$ cat src/rtl/wr_arria10_phy_reset_ctrl.sv
// rtl/wr_arria10_phy_reset_ctrl.sv - Arria 10 WR PHY reset/lock sequencer; optional LTD timeout via WR_A10_PHY_RST_LTD_TIMEOUT_EN
module wr_arria10_phy_reset_ctrl #(
    parameter int TX_ARST_CYC     = 16,
    parameter int RX_ARST_CYC     = 16,
    parameter int DRST_CYC        = 8,
    parameter int LTD_STABLE_CYC  = 64,
    parameter int LTD_TIMEOUT_CYC = 4096
) (
    input  logic clk_sys_i,
    input  logic rst_n_i,
    input  logic tx_cal_busy_i,
    input  logic rx_cal_busy_i,
    input  logic tx_pll_locked_i,
    input  logic rx_is_lockedtoref_i,
    input  logic rx_is_lockedtodata_i,
    input  logic rx_restart_i,
    output logic tx_analogreset_o,
    output logic tx_digitalreset_o,
    output logic rx_analogreset_o,
    output logic rx_digitalreset_o,
    output logic rx_set_locktoref_o,
    output logic rx_set_locktodata_o,
    output logic tx_ready_o,
    output logic rx_ready_o,
    output logic rx_timeout_o
);

    localparam int MAX_A = (TX_ARST_CYC > RX_ARST_CYC) ? TX_ARST_CYC : RX_ARST_CYC;
    localparam int MAX_B = (DRST_CYC > LTD_STABLE_CYC) ? DRST_CYC : LTD_STABLE_CYC;
    localparam int MAX_C = (MAX_A > MAX_B) ? MAX_A : MAX_B;
    localparam int MAX_P = (MAX_C > LTD_TIMEOUT_CYC) ? MAX_C : LTD_TIMEOUT_CYC;
    localparam int CW    = $clog2(MAX_P) + 1;

    // Synchronizer bit order: restart, ltd, ltr, pll, rx_cal, tx_cal.
    // Cal-busy bits come out of reset as busy so S_CAL never leaves on stale data.
    localparam logic [5:0] SYNC_RST = 6'b000011;

    typedef enum logic [3:0] {
        S_CAL, S_TX_ARST, S_TX_PLL, S_TX_DRST,
        S_RX_ARST, S_RX_LTR, S_RX_LTD, S_RX_DRST, S_READY
    } state_t;

    logic [5:0]    sync_meta_q, sync_meta_d, sync_q, sync_d;
    state_t        state_q, state_d;
    logic [CW-1:0] cnt_q, cnt_d, cnt_inc;
    logic          tx_arst_q, tx_arst_d, tx_drst_q, tx_drst_d;
    logic          rx_arst_q, rx_arst_d, rx_drst_q, rx_drst_d;
    logic          ltr_q, ltr_d, tx_rdy_q, tx_rdy_d, rx_rdy_q, rx_rdy_d;
    logic          tx_cal, rx_cal, pll, ltr_in, ltd_in, restart_in;

    assign tx_cal     = sync_q[0];
    assign rx_cal     = sync_q[1];
    assign pll        = sync_q[2];
    assign ltr_in     = sync_q[3];
    assign ltd_in     = sync_q[4];
    assign restart_in = sync_q[5];

`ifdef WR_A10_PHY_RST_LTD_TIMEOUT_EN
    logic [CW-1:0] to_cnt_q, to_cnt_d;
    logic          timeout_q, timeout_d;

    // Lock-to-data timeout counter and one-cycle timeout pulse register
    always_ff @(posedge clk_sys_i or negedge rst_n_i) begin
        if (!rst_n_i) begin
            to_cnt_q  <= '0;
            timeout_q <= 1'b0;
        end else begin
            to_cnt_q  <= to_cnt_d;
            timeout_q <= timeout_d;
        end
    end

    assign rx_timeout_o = timeout_q;
`else
    assign rx_timeout_o = 1'b0;
`endif

    // Two-stage synchronizer next values
    always_comb begin
        sync_meta_d = {rx_restart_i, rx_is_lockedtodata_i, rx_is_lockedtoref_i,
                       tx_pll_locked_i, rx_cal_busy_i, tx_cal_busy_i};
        sync_d      = sync_meta_q;
    end

    // State, counter, synchronizer and registered output flops
    always_ff @(posedge clk_sys_i or negedge rst_n_i) begin
        if (!rst_n_i) begin
            sync_meta_q <= SYNC_RST;
            sync_q      <= SYNC_RST;
            state_q     <= S_CAL;
            cnt_q       <= '0;
            tx_arst_q   <= 1'b1;
            tx_drst_q   <= 1'b1;
            rx_arst_q   <= 1'b1;
            rx_drst_q   <= 1'b1;
            ltr_q       <= 1'b0;
            tx_rdy_q    <= 1'b0;
            rx_rdy_q    <= 1'b0;
        end else begin
            sync_meta_q <= sync_meta_d;
            sync_q      <= sync_d;
            state_q     <= state_d;
            cnt_q       <= cnt_d;
            tx_arst_q   <= tx_arst_d;
            tx_drst_q   <= tx_drst_d;
            rx_arst_q   <= rx_arst_d;
            rx_drst_q   <= rx_drst_d;
            ltr_q       <= ltr_d;
            tx_rdy_q    <= tx_rdy_d;
            rx_rdy_q    <= rx_rdy_d;
        end
    end

    // Next state, hold counter, restart priority and output decode from next state
    always_comb begin
        state_d = state_q;
        cnt_inc = (cnt_q == {CW{1'b1}}) ? cnt_q : cnt_q + 1'b1;
        cnt_d   = cnt_inc;
`ifdef WR_A10_PHY_RST_LTD_TIMEOUT_EN
        timeout_d = 1'b0;
        to_cnt_d  = '0;
        if (state_q == S_RX_LTD)
            to_cnt_d = (to_cnt_q == {CW{1'b1}}) ? to_cnt_q : to_cnt_q + 1'b1;
`endif

        case (state_q)
            S_CAL:     if (!tx_cal && !rx_cal) state_d = S_TX_ARST;
            S_TX_ARST: if (cnt_q == CW'(TX_ARST_CYC - 1)) state_d = S_TX_PLL;
            S_TX_PLL:  if (pll) state_d = S_TX_DRST;
            S_TX_DRST: if (cnt_q == CW'(DRST_CYC - 1)) state_d = S_RX_ARST;
            S_RX_ARST: if (cnt_q == CW'(RX_ARST_CYC - 1)) state_d = S_RX_LTR;
            S_RX_LTR:  if (ltr_in) state_d = S_RX_LTD;
            S_RX_LTD: begin
                if (!ltd_in)
                    cnt_d = '0;
                else if (cnt_q == CW'(LTD_STABLE_CYC - 1))
                    state_d = S_RX_DRST;
            end
            S_RX_DRST: if (cnt_q == CW'(DRST_CYC - 1)) state_d = S_READY;
            S_READY:   state_d = S_READY;
            default:   state_d = S_CAL;
        endcase

        // RX re-sequence; losing data lock only matters once lock was declared stable
        if (state_q inside {S_RX_LTD, S_RX_DRST, S_READY} &&
            (restart_in || (!ltd_in && state_q != S_RX_LTD)))
            state_d = S_RX_ARST;

`ifdef WR_A10_PHY_RST_LTD_TIMEOUT_EN
        if (state_q == S_RX_LTD && state_d == S_RX_LTD &&
            to_cnt_q == CW'(LTD_TIMEOUT_CYC - 1)) begin
            state_d   = S_RX_ARST;
            timeout_d = 1'b1;
        end
`endif

        // TX-side loss overrides any RX condition in the same cycle
        if (state_q inside {[S_TX_DRST:S_READY]} && (!pll || tx_cal || rx_cal))
            state_d = S_CAL;

        if (state_d != state_q)
            cnt_d = '0;

        tx_arst_d = state_d inside {S_CAL, S_TX_ARST};
        tx_drst_d = state_d inside {[S_CAL:S_TX_DRST]};
        rx_arst_d = state_d inside {[S_CAL:S_RX_ARST]};
        rx_drst_d = state_d inside {[S_CAL:S_RX_DRST]};
        ltr_d     = state_d inside {S_RX_ARST, S_RX_LTR};
        tx_rdy_d  = state_d inside {[S_RX_ARST:S_READY]};
        rx_rdy_d  = (state_d == S_READY);
    end

    assign tx_analogreset_o    = tx_arst_q;
    assign tx_digitalreset_o   = tx_drst_q;
    assign rx_analogreset_o    = rx_arst_q;
    assign rx_digitalreset_o   = rx_drst_q;
    assign rx_set_locktoref_o  = ltr_q;
    assign rx_set_locktodata_o = 1'b0;
    assign tx_ready_o          = tx_rdy_q;
    assign rx_ready_o          = rx_rdy_q;

endmodule

$ cat config.mk
export PLATFORM = sky130hd
export DESIGN_NAME = wr_arria10_phy_reset_ctrl
export DESIGN_NICKNAME = d
export VERILOG_FILES = /design/src/rtl/wr_arria10_phy_reset_ctrl.sv
export SDC_FILE = /design/constraint.sdc
export NUM_CORES = 1
export LEC_CHECK = 0
export ABC_AREA = 1
export CAP_MARGIN = 20
export CORE_MARGIN = 2
export CORE_UTILIZATION = 32
export CTS_BUF_LIST = sky130_fd_sc_hd__clkbuf_8
export CTS_CLUSTER_SIZE = 14
export DETAILED_ROUTE_END_ITERATION = 12
export DONT_BUFFER_PORTS = 1
export PLACE_DENSITY = 0.52
export SKIP_LAST_GASP = 1
export SYNTH_ARGS = -nofsm -noshare
export SYNTH_HDL_FRONTEND = slang
export SYNTH_SLANG_ARGS = --single-unit
export TNS_END_PERCENT = 1
$ cat constraint.sdc
create_clock -name clk_sys_i -period 1.8 [get_ports clk_sys_i]
set_clock_uncertainty 0.15 [all_clocks]
set_input_delay 0.36 -clock clk_sys_i [delete_from_list [all_inputs] [get_ports clk_sys_i]]
set_output_delay 0.36 -clock clk_sys_i [all_outputs]
set_load 0.005 [all_outputs]
Yosys cells after proc, flatten, opt, wreduce, memory -nomap -nowiden
Index checks and enable logic that the tools add are counted.
W data, S select, Z words.
- $mul: 0
- multiplexer cells: 16
- reduce and logical (&&, ||, !) cells: 21
- eq/ne operators: 18
- div/mod/pow operators: 0
- shift-type cells: 0
- add/sub/neg operators: 1
- order comparisons: 8
- bitwise gates (word level): 0
- operators by type and width (operator ; count):
    $mux W13 ; 4
    $mux W4 ; 11
    $pmux W4 S9 ; 1
    $eq A4 B3 Y1 const B ; 6
    $add A13 B1 Y13 const B ; 1
    $eq A13 B13 Y1 const B ; 1
    $eq A13 B3 Y1 const B ; 1
    $eq A13 B4 Y1 const B ; 1
    $eq A13 B6 Y1 const B ; 1
    $logic_and A1 B1 Y1 ; 9
    $eq A4 B1 Y1 const B ; 2
    $eq A4 B2 Y1 const B ; 2
    $eq A4 B4 Y1 const B ; 2
    $le A4 B3 Y1 const B ; 2
    $le A4 B4 Y1 const B ; 2
    $logic_not A4 Y1 ; 2
    $ge A4 B1 Y1 const B ; 1
    $ge A4 B2 Y1 const B ; 1
    $ge A4 B3 Y1 const B ; 1
    $le A4 B2 Y1 const B ; 1
    $logic_not A1 Y1 ; 4
    $ne A4 B3 Y1 const B ; 1
    $ne A4 B4 Y1 ; 1
    $reduce_bool A2 Y1 ; 2
    2 further kinds ; 4
- RAM bits: 0
- memories: 0
- register bits after elaboration: 36
- memory bits (read-only): 0
- input port bits: 8
- output and inout port bits: 9
- logic and storage cells: 75
- bits in latches: 0

Logic depth before layout (Yosys ltp)
- word-level depth: 8
- mapped depth: 15
- gate-level depth less buffers: 14

Worst setup path after synthesis
OpenSTA, ideal clock, no wires.
- path kind: register to register
- start point: register cnt_q[0]
- end point: register cnt_q[9]
- stages on the path, launching flop included: 14
- clock period less this slack: 1.888 ns
- setup slack: -0.088 ns
- required time: 1.528 ns
- data arrival time: 1.616 ns
- setup time: 0.122 ns
- path buffers: 1
- cells stage by stage: dfrtp_1 ha_1 nand3_2 nor2_1 nand3_1 nand2_1 nor2_1 nand2_1 nand2_1 nand2_1 nand2_1 nand3_2 buf_6 nor2_2
- cells in the longest elaborated chain, start to end: 8
- elaborated cells between the ends (all ways): 19
- those cells by class: add/sub (1); eq/ne (5); mux (13)
- ends and longest elaborated chain (item ; RTL line ; source):
    start, declared ; 45 ; logic [CW-1:0] cnt_q, cnt_d, cnt_inc;
    start signal, assigned ; 103 ; cnt_q <= cnt_d;
    $eq A13 B6 Y1 ; 136 ; else if (cnt_q == CW'(LTD_STABLE_CYC - 1))
    $mux W4 ; 136 ;
    $mux W4 ; 134 ; if (!ltd_in)
    $pmux W4 S9 ; 126 ; case (state_q)
    $mux W4 ; 145 ; if (state_q inside {S_RX_LTD, S_RX_DRST, S_READY} &&
    $mux W4 ; 158 ; if (state_q inside {[S_TX_DRST:S_READY]} && (!pll || tx_cal || rx_cal))
    $ne A4 B4 Y1 ; 161 ; if (state_d != state_q)
    $mux W13 (*) ; 161 ;
    via cnt_d[9] ; 45 ;
The timed path passes the listed nets; every way through them passes the cells marked *.

Worst setup path in the final report
- start point: register cnt_q[7]
- end point: register cnt_q[0]
Same word-level chain as after synthesis.

==> results.txt <==
- In the final layout, the share of cells above drive strength 1 is 0.3952.
- For this configuration, the core starts out at a cell density of 0.3371.
- Static Leakage: 0.001220 uW
- VDD sags by at most 0.5458 mV.
- Overall die width: 80.64 um
- The detail route stage leaves a number of antenna-violating nets equal to 0.
- Type of the worst setup path: reg -> reg
- For this run, the total global-route usage over all layers was measured as 0.1446.
- Summed over all layers, the routed wires come to 4329 um.
- Fin crit period: 1.988 ns
- Number of sinks handled by clock tree synthesis: 36
* Unrepaired setup endpoints after global routing: true
- For the final routed database, the setup TNS stands at -2.399 ns.
- In this run the vertical extent of the chip is 80.64 um.
* Fraction of registers with async set or reset after synthesis: 1.000
- Buffers inserted during clock tree synthesis total 5.
- After legalization and detailed placement, the total HPWL measured 3077 um.
- Unique cell type count in the Yosys netlist: 32
* Areal power density over the cells: 1084 nW/um2
- Vias post-DR: 1615
- Total area of multi-input combinational cells: 919.6 um2
- Peak clock frequency supported by timing: 503.0 MHz
- The clock tree synthesis step divided the H-tree into 2 levels.
* Cell types with the largest area share after synthesis: sky130_fd_sc_hd__dfrtp_1, sky130_fd_sc_hd__nand2_1, sky130_fd_sc_hd__dfstp_2
- At the end of the flow, the number of nets in the layout was 299.
* Maximum fanout along the worst path: 13
* Mean Syn Cell Area: 8.171 um2
* Overall overflow remaining after global route: 0
* Number of antenna violations at the first check in global routing: 0
* Synthesis-to-layout area growth: 38.08%
- Worst EP arrival: 2.05 ns
- Critical path required time: 1.86 ns
* Maximum buffer depth of the clock tree: 2
- Sequential element share of the synthesized area: 0.4847
- At the later pin of the worst-skew pair, clock insertion delay measures 0.28 ns.
- The checks that failed: negative setup slack.
* Critical Path Start Type: flip-flop
- Wire length of the first global-routing pass: 7155 um
- Clock-pin slew reported for the worst setup and hold paths after clock tree synthesis: 0.08 ns
* Top cell type's share of synthesized area: 0.3728
- Counting flops and latches in the post-synthesis netlist gives 36.
- The cell count after synthesis came out at 230.
* Type of destination of the critical path: flip-flop
- Sequential Area: 913.4 um2
* Number of failing setup endpoints in the final timing report: 17
- Drt via density: 4.449
- Once routing completed, OpenROAD measured the worst setup slack at -0.1882 ns.
- For the worst flop-to-flop path, the logic depth is 14.
- The repair_antennas step left the layout with diodes totalling 0.
- For this design the top-level I/O count stands at 17.
- The floorplan step defined a die boundary enclosing 6502 um2.
* Length of the first detailed-routing pass in iterations: 4
* Hold violation total from the final report: 0
- After detailed routing, the average wire length per cell comes to 11.93 um.
- The most used flip-flop cell after synthesis is sky130_fd_sc_hd__dfrtp_1.
- Share of synthesized area spent on multiplexers: 0
- Number of buffers inserted by port buffering: 0
* Number of flops mapped to enable cells by yosys: 0
* Post-synthesis compound-gate area fraction: 0.06791
- Routability cong.: 0.8741
* Summed instance area of the synthesized netlist: 1879 um2
* Maximum number of pins on one net before global-route repair: 37
- Path class of the lowest-slack min-delay path: reg -> reg
* Number of rows in the core area: 27
- The design draws 2813 uW.
* Cell depth of the worst min-delay path: 0
- By area, the combinational part of the netlist is dominated by simple AND/OR/NAND/NOR gates.
* Result of the run: finished with violations
- Fill cells in the final layout number 561.
- The first routing iteration left 84 violations.
- Period Utilization, post-route: 1.105
- Timing analysis after detailed placement gives a worst setup slack of -0.1845 ns.
* Share of synthesized cell area in full adder, half adder and majority cells: 0.006658
- Core Area: 5574 um2
- Of the total synthesized cell area, the portion taken by XOR and XNOR cells is 0.004660.
- Clock tree from TritonCTS: built
- Final max-slew violation count: 0
- Number of max-cap violations: 0
- Yosys printed 0 warnings.
- Of the total synthesized cell area, the portion taken by AND, OR, NAND and NOR gates is 0.3662.
* Clock tree root driver cell: sky130_fd_sc_hd__clkbuf_8
- The via count of the first global-routing pass is 1536.
* DRC Markers: 0
- Largest area contributor in the netlist: sky130_fd_sc_hd__dfrtp_1
==> where the power goes <==
part	switching, uW	internal (uW)
Combinational	609	521
Sequential	74.7	899
Clock	299	410
==> what timing repair did <==
item / in CTS / in global routing
pin swaps: 3 / 4
gates resized for setup: 5 / 13
hold buffers: 8 / 0
setup buffers: 1 / 1
hold endpoints to repair: 42 / 0
endpoints found under the setup margin: 17 / 19
gates cloned: 0 / 0
==> layout by cell type, fill, tap and decap left out, types with 4 or more instances in the layout <==
master / Yosys / layout
sky130_fd_sc_hd__dfstp_2: 8 / 8
sky130_fd_sc_hd__nand2_1: 59 / 53
sky130_fd_sc_hd__nor3_1: 6 / 6
sky130_fd_sc_hd__nand4_1: 5 / 5
sky130_fd_sc_hd__nand2_2: 5 / 9
sky130_fd_sc_hd__nor2_4: 1 / 4
sky130_fd_sc_hd__inv_1: 23 / 23
sky130_fd_sc_hd__buf_4: 2 / 47
sky130_fd_sc_hd__nand3_1: 23 / 23
sky130_fd_sc_hd__o211ai_1: 4 / 4
sky130_fd_sc_hd__dfrtp_1: 28 / 26
sky130_fd_sc_hd__dlygate4sd3_1: 0 / 7
sky130_fd_sc_hd__nor2_2: 18 / 18
sky130_fd_sc_hd__nor2_1: 20 / 17
sky130_fd_sc_hd__clkbuf_8: 0 / 5
==> final timing paths <==
kind / start / endpoint / slack [ns]
setup reg to reg: cnt_q[7]$_DFF_PN0_ / cnt_q[0]$_DFF_PN0_ / -0.19
hold / removal: sync_d[2]$_DFF_PN0_ / sync_q[2]$_DFF_PN0_ / 0.20
setup / recovery: cnt_q[7]$_DFF_PN0_ / cnt_q[0]$_DFF_PN0_ / -0.19
max in group asynchronous: rst_n_i / sync_q[1]$_DFF_PN1_ / 0.87
min in group asynchronous: rst_n_i / state_q[2]$_DFF_PN0_ / 0.38
hold reg to reg: sync_d[2]$_DFF_PN0_ / sync_q[2]$_DFF_PN0_ / 0.20
==> worst max-delay path: stages (launching register included) <==
cell                      delay, ns
sky130_fd_sc_hd__dfrtp_1       0.42
sky130_fd_sc_hd__nor2_2        0.12
sky130_fd_sc_hd__nand2_1       0.10
sky130_fd_sc_hd__nor2_2        0.18
sky130_fd_sc_hd__nand2_4       0.11
sky130_fd_sc_hd__nand2_4       0.08
sky130_fd_sc_hd__nand2_1       0.06
sky130_fd_sc_hd__inv_1         0.07
sky130_fd_sc_hd__nand2_2       0.07
sky130_fd_sc_hd__nand3_1       0.07
sky130_fd_sc_hd__nand2_1       0.06
sky130_fd_sc_hd__nor2_2        0.08
sky130_fd_sc_hd__nand3_2       0.08
sky130_fd_sc_hd__buf_12        0.16
sky130_fd_sc_hd__nor2_1        0.08
==> kinds of logic (layout without fill, tap and decap cells) <==
group | after synthesis | in the layout
other cells | 1 | 2
compound gates | 17 | 17
simple gates | 144 | 144
xor+xnor | 1 | 1
flops | 36 | 36
buf+inv | 30 | 90
fa+ha+maj | 1 | 1
==> area by class of cell <==
type,instances,area share
clock buffer,5,0.02652
clock inverter,3,0.01639
inverter,26,0.03761
multi-input combinational,165,0.3544
sequential,36,0.3520
tap,72,0.03472
timing repair buffer,56,0.1784
==> per-stage QoR <==
step / cell area, um2 / instances / hold WS [ns] / utilization
2_1_floorplan: 1898 / 231 / -0.08559 / -
3_3_place_gp: 2316 / 345 / -0.08465 / 0.4155
3_5_place_dp: 2316 / 345 / -0.08481 / 0.4155
4_1_cts: 2537 / 362 / 0.2055 / 0.4552
5_1_grt: 2595 / 363 / 0.2078 / 0.4655
6_report: 2595 / 363 / 0.2022 / 0.4655
==> Yosys cell counts, drive strengths merged, types with 2 or more instances <==
cell,n
o211ai,4
dfrtp,28
nor2,39
nand4,5
nor3,6
o21bai,2
or2,2
nand2,65
o21ai,5
inv,26
buf,3
dfstp,8
nand3,26
a21oi,4
==> registers in the layout, summed over array words and instances, names as in the netlist, 4 cells and up <==
| signal | flops |
|---|---|
| sync_q | 6 |
| cnt_q | 13 |
| state_q | 4 |
| sync_d | 6 |
==> routing by layer <==
| layer | track usage | part of all wire | up-vias |
|---|---|---|---|
| met5 | 0 | 0 | - |
| met4 | 0.06102 | 0.0099 | 0 |
| met3 | 0.02135 | 0.031 | 2 |
| met2 | 0.2267 | 0.47 | 27 |
| met1 | 0.1983 | 0.48 | 737 |
| li1 | - | - | 849 |
Power figures use the tool's default switching activity.
